`config.mk`:
```
export PLATFORM = sky130hd
export DESIGN_NAME = hazard_ctrl
export DESIGN_NICKNAME = d
export VERILOG_FILES = /design/src/rtl/hazard_ctrl.sv
export SDC_FILE = /design/constraint.sdc
export NUM_CORES = 1
export LEC_CHECK = 0
export ABC_CLOCK_PERIOD_IN_PS = 2190
export BUFFER_PORTS_ARGS = -buffer_cell sky130_fd_sc_hd__buf_2
export CAP_MARGIN = 20
export CORE_AREA = 2 2 83 85
export CTS_CLUSTER_DIAMETER = 30
export CTS_CLUSTER_SIZE = 25
export DETAILED_ROUTE_END_ITERATION = 10
export DIE_AREA = 0 0 85 87
export GPL_ROUTABILITY_DRIVEN = 0
export PLACE_DENSITY = 0.84
export SYNTH_ARGS = -nofsm -noshare
export SYNTH_HDL_FRONTEND = slang
export SYNTH_SLANG_ARGS = --single-unit
```
`constraint.sdc`:
```
create_clock -name clk -period 2.19 [get_ports clk]
set_input_delay 0.438 -clock clk [delete_from_list [all_inputs] [get_ports clk]]
set_output_delay 0.438 -clock clk [all_outputs]
set_load 0.1 [all_outputs]
```
`src/rtl/hazard_ctrl.sv`:
```
// rtl/hazard_ctrl.sv - load-use / branch-flush / MDU stall sequencer for the 5-stage RV32 pipeline
// Control outputs are combinational from state and inputs; counters and timeout flag are registered.
module hazard_ctrl #(
    parameter int MDU_MAX_CYCLES = 64,
    parameter int CNT_W          = 32,
    parameter int FLUSH_W        = 16
) (
    input  logic               clk,
    input  logic               reset,
    input  logic [4:0]         id_rs1,
    input  logic [4:0]         id_rs2,
    input  logic               id_uses_rs1,
    input  logic               id_uses_rs2,
    input  logic [4:0]         id_ex_rd,
    input  logic               id_ex_memread,
    input  logic               ex_branch_taken,
    input  logic               ex_mdu_req,
    input  logic               mdu_done,
    output logic               pc_write,
    output logic               if_id_write,
    output logic               id_ex_write,
    output logic               if_id_flush,
    output logic               id_ex_flush,
    output logic               ex_mem_bubble,
    output logic               mdu_start,
    output logic               mdu_busy,
    output logic               mdu_timeout,
    output logic [CNT_W-1:0]   stall_count,
    output logic [FLUSH_W-1:0] flush_count
);

    localparam int CW = $clog2(MDU_MAX_CYCLES + 1);
    localparam logic [CW-1:0] CYC_LIMIT = CW'(MDU_MAX_CYCLES);

    typedef enum logic {
        RUN      = 1'b0,
        MDU_BUSY = 1'b1
    } state_t;

    state_t        state, state_nx;
    logic [CW-1:0] cyc, cyc_nx;
    logic          load_use;
    logic          timeout_set;
    logic          flush_evt;

    assign load_use = id_ex_memread && (id_ex_rd != 5'd0) &&
                      ((id_uses_rs1 && (id_ex_rd == id_rs1)) ||
                       (id_uses_rs2 && (id_ex_rd == id_rs2)));

    assign mdu_busy = (state == MDU_BUSY);

    always_comb begin
        pc_write      = 1'b1;
        if_id_write   = 1'b1;
        id_ex_write   = 1'b1;
        if_id_flush   = 1'b0;
        id_ex_flush   = 1'b0;
        ex_mem_bubble = 1'b0;
        mdu_start     = 1'b0;
        state_nx      = state;
        cyc_nx        = cyc;
        timeout_set   = 1'b0;
        flush_evt     = 1'b0;
        case (state)
            RUN: begin
                if (ex_mdu_req) begin
                    // A same-cycle mdu_done means the result is already there: pass straight through.
                    if (!mdu_done) begin
                        pc_write      = 1'b0;
                        if_id_write   = 1'b0;
                        id_ex_write   = 1'b0;
                        ex_mem_bubble = 1'b1;
                        mdu_start     = 1'b1;
                        state_nx      = MDU_BUSY;
                        cyc_nx        = CW'(1);
                    end
                end else if (ex_branch_taken) begin
                    if_id_flush = 1'b1;
                    id_ex_flush = 1'b1;
                    flush_evt   = 1'b1;
                end else if (load_use) begin
                    pc_write    = 1'b0;
                    if_id_write = 1'b0;
                    id_ex_flush = 1'b1;
                end
            end
            MDU_BUSY: begin
                if (mdu_done) begin
                    state_nx = RUN;
                end else if (cyc == CYC_LIMIT) begin
                    timeout_set = 1'b1;
                    state_nx    = RUN;
                end else begin
                    pc_write      = 1'b0;
                    if_id_write   = 1'b0;
                    id_ex_write   = 1'b0;
                    ex_mem_bubble = 1'b1;
                    cyc_nx        = cyc + CW'(1);
                end
            end
            default: state_nx = RUN;
        endcase
    end

    always_ff @(posedge clk or posedge reset) begin
        if (reset) begin
            state       <= RUN;
            cyc         <= '0;
            mdu_timeout <= 1'b0;
            stall_count <= '0;
            flush_count <= '0;
        end else begin
            state <= state_nx;
            cyc   <= cyc_nx;
            if (timeout_set)
                mdu_timeout <= 1'b1;
            // Both counters saturate rather than wrap.
            if (!pc_write && (stall_count != '1))
                stall_count <= stall_count + CNT_W'(1);
            if (flush_evt && (flush_count != '1))
                flush_count <= flush_count + FLUSH_W'(1);
        end
    end

endmodule

```
==> impl_table.tex <==
\begin{tabular}{lr}
\hline
Metric & Value \\
\hline
\multicolumn{2}{l}{\textbf{Status}} \\
Outcome & finished with violations \\
Failing checks & setup timing \\
\multicolumn{2}{l}{\textbf{Place}} \\
DP Wirelength & 5220 um \\
Placement Cell Area & between 3000 and 4000 um2 \\
Pre-CTS WS & -132 ps \\
Count of buffers from port buffering & 79 \\
\multicolumn{2}{l}{\textbf{Synthesis}} \\
Unique masters post-synth & 48 \\
Mean Syn Cell Area & between 10 and 15 um2 \\
Post-synthesis sequential area ratio & between 40\% and 50\% \\
Share of Yosys cell area claimed by the top area cell type & between 40\% and 50\% \\
Yosys warning count & 0 \\
Area contributors post-synth & sky130\_fd\_sc\_hd\_\_dfrtp\_1, sky130\_fd\_sc\_hd\_\_xor2\_1, sky130\_fd\_sc\_hd\_\_xnor2\_1 \\
Number of instances in the synthesized netlist & between 200 and 300 \\
Most frequently used cell type in the post-synthesis netlist & sky130\_fd\_sc\_hd\_\_dfrtp\_1 \\
Synthesized flop and latch total & 57 \\
Area of the mapped netlist & between 3000 and 4000 um2 \\
Top cells by instance count after synthesis & sky130\_fd\_sc\_hd\_\_dfrtp\_1, sky130\_fd\_sc\_hd\_\_xor2\_1, sky130\_fd\_sc\_hd\_\_nand2\_1 \\
Number of enable-type register cells in the synthesized netlist & 0 \\
Top flip-flop cell by instance count after synthesis & sky130\_fd\_sc\_hd\_\_dfrtp\_1 \\
Net count after synthesis & $\sim$320 \\
Proportion of register bits with asynchronous set or reset after synthesis & 100\% \\
Area leader, netlist & sky130\_fd\_sc\_hd\_\_dfrtp\_1 \\
\multicolumn{2}{l}{\textbf{Global route}} \\
Via count of the first global-routing pass & between 2000 and 3000 \\
GRT Resource Usage Total & approximately a fifth \\
Maximum number of pins on one net before global-route repair & 33 \\
First-pass GRT wire length & 11700 um \\
Overall overflow remaining after global route & 0 \\
Initial antenna violation count & 0 \\
\multicolumn{2}{l}{\textbf{Power}} \\
Maximum ir drop on the vdd rail & between 1 and 1.5 mV \\
Pleak & 2.12 nW \\
Power per cell area & slightly below 900 nW/um2 \\
\multicolumn{2}{l}{\textbf{STA}} \\
Final Hold Slack & 146 ps \\
Final clock skew & 3.44 ps \\
Setup violators final & 12 \\
Final Worst Setup Slack & -309 ps \\
Final hold violations & 0 \\
Crit path time final & 2500 ps \\
Maximum clock frequency & 0.400 GHz \\
Share of the clock period used by the worst path & 114\% \\
Max transition margin & slightly above 60\% \\
Unrepaired setup endpoints after global routing & yes \\
Actual slew at the worst max-slew pin & between 500 and 600 ps \\
Max-slew violation total from the final report & 0 \\
\multicolumn{2}{l}{\textbf{Layout}} \\
Area growth from synthesis to final layout & 43.2\% \\
Final net count & between 400 and 500 \\
Diodes inserted & 0 \\
Final instance area & between 4000 and 5000 um2 \\
Proportion of layout cells with a drive suffix above 1 & 46.9\% \\
Final core area utilization & roughly two thirds \\
\multicolumn{2}{l}{\textbf{Clock tree}} \\
Clock root buffer & sky130\_fd\_sc\_hd\_\_clkbuf\_8 \\
Maximum buffer depth of the clock tree & 2 \\
Clock sink total & 57 \\
Clock tree from TritonCTS & yes \\
\# H-tree levels & 3 \\
Number of buffers created by CTS & 9 \\
Clock Pin Slew Worst Setup and Hold Paths & 70 ps \\
Worst-skew pair later-pin latency & 340 ps \\
\# hold bufs at CTS & 0 \\
\multicolumn{2}{l}{\textbf{Critical path}} \\
Maximum single-stage delay on the critical path & roughly 400 ps \\
Critical path peak fanout & 4 \\
Worst path slowest cell & sky130\_fd\_sc\_hd\_\_dfrtp\_1 \\
Capturing element type of the critical path & primary output \\
Cell family with the largest share of critical-path delay & compound AO/OA/AOI/OAI gates \\
Critical Path, Cell by Cell & inv\_2 -> ha\_4 -> nor4b\_4 -> nand2\_2 -> a21oi\_4 -> inv\_8 -> o21ai\_4 -> buf\_12 \\
Startpoint Class & register \\
Critical Path RT & about 1800 ps \\
Startpoint-to-endpoint class of the critical path & reg -> out \\
Bufs and invs on worst path & 3 \\
Data arrival at the endpoint of the critical path & between 2000 and 2500 ps \\
\multicolumn{2}{l}{\textbf{Die}} \\
Core area & $\sim$6600 um2 \\
Width of the die & between 80 and 90 um \\
Site Rows & 30 \\
Die span in y & between 80 and 90 um \\
Ports placed on the boundary & 80 \\
Area of the die & about 7400 um2 \\
Effective utilization at floorplan & a little under half \\
\multicolumn{2}{l}{\textbf{Routing}} \\
Post-detailed-route via-to-cell ratio & 5.34 \\
Wirelength, routed & between 7000 and 8000 um \\
Antenna Nets Post-Route & 0 \\
Routed wire length per instance & $\sim$15 um \\
Total iterations of the first detailed-routing run & 4 \\
Number of DRC violations after detailed routing & 0 \\
Vias post-DR & around 2700 \\
Count of routing violations after the opening detailed-route iteration & 55 \\
\multicolumn{2}{l}{\textbf{Run}} \\
Maximum Capacitance Violations & 0 \\
\multicolumn{2}{l}{\textbf{Min path}} \\
Worst hold path class & in -> async \\
\hline
\end{tabular}
[worst register-to-register path, cell delays in order (launching register included)]
cell and delay [ps]:
sky130_fd_sc_hd__dfrtp_1 400, sky130_fd_sc_hd__inv_2 90, sky130_fd_sc_hd__ha_4 130, sky130_fd_sc_hd__nor4b_4 220, sky130_fd_sc_hd__nand2_2 120, sky130_fd_sc_hd__a21oi_4 240
sky130_fd_sc_hd__inv_8 50, sky130_fd_sc_hd__o21ai_4 250, sky130_fd_sc_hd__buf_4 180, sky130_fd_sc_hd__buf_12 120, sky130_fd_sc_hd__nor2_4 40, sky130_fd_sc_hd__mux2_4 290
[through the flow]
step           setup TNS, ps  power (mW)  instances
4_1_cts                -1230        3.84        492
3_3_place_gp            -556        2.90        472
3_5_place_dp           -1200        2.94        472
2_1_floorplan         -30330        2.55        290
5_1_grt                -3590        4.03        498
6_report               -1350        3.88        498
[sequential cells by signal (all words and copies together), names as in the netlist]
name / count
mdu_busy: 1
mdu_timeout: 1
flush_count: 16
cyc: 7
stall_count: 32
[cells in the final DEF, fill, tap and decap left out, drive strengths merged, types with 2 or more instances in the layout]
cell / instances
ha: 4
o2111ai: 2
nor2: 21
xnor2: 21
xor2: 35
nand2: 25
clkinvlp: 3
dfrtp: 57
nand3b: 3
and4: 3
or3: 2
nand4: 17
nor3b: 3
o21ai: 6
a21oi: 7
nor3: 24
mux2: 2
and3: 6
clkbuf: 10
nor4: 7
nand3: 15
buf: 117
inv: 11
clkinv: 3
[area by class of cell]
class / instances / area [um2]
clock buffer: 10 / 138
clock inverter: 6 / 42.5
fill: 508 / 2220
inverter: 11 / 52.6
multi-input combinational: 217 / 1720
sequential: 57 / 1440
tap: 80 / 100
timing repair buffer: 117 / 858
[kinds of logic after synthesis]
| family | share of synthesized area [%] |
|---|---|
| AOI/OAI and AO/OA | 5.65 |
| adders and majority gates | 1.65 |
| xor gates and xnor gates | 16.2 |
| buffers and inverters | 3.05 |
| and+or+nand+nor | 25.6 |
| DFF | 47.0 |
| muxes | 0.866 |
[routing by layer]
layer	vias up	global-route usage, %	share of wire [%]
li1	1268	-	-
met1	1315	25.1	42
met2	63	34.0	52
met3	11	3.70	4.2
met4	0	9.09	1.5
met5	-	0	0
[path summary, 6_finish.rpt]
check                                         from                          end  slack, ps  cells past startpoint
hold / removal                               reset           cyc[4]$_DFFE_PP0P_        150                      2
setup / recovery                cyc[1]$_DFFE_PP0P_                     pc_write       -310                      8
hold reg to reg            mdu_timeout$_DFFE_PP0P_      mdu_timeout$_DFFE_PP0P_        480                      1
setup reg to reg                cyc[1]$_DFFE_PP0P_   stall_count[1]$_DFFE_PP0P_        -50                     11
max in group asynchronous                    reset  stall_count[26]$_DFFE_PP0P_       1480                      3
min in group clk           mdu_timeout$_DFFE_PP0P_      mdu_timeout$_DFFE_PP0P_        480                      1
[power breakdown]
part           total (mW)  internal, mW  switching, mW
sequential           1.35          1.19          0.161
clock               0.896         0.442          0.454
combinational        1.64         0.422           1.22
[repair_timing]
item	CTS	global route
resized for setup	0	26
hold endpoints to repair	0	0
setup endpoints to repair	5	24
pin swaps	2	16
setup buffers	4	7
No activity file was read; power rests on OpenSTA's default activity.
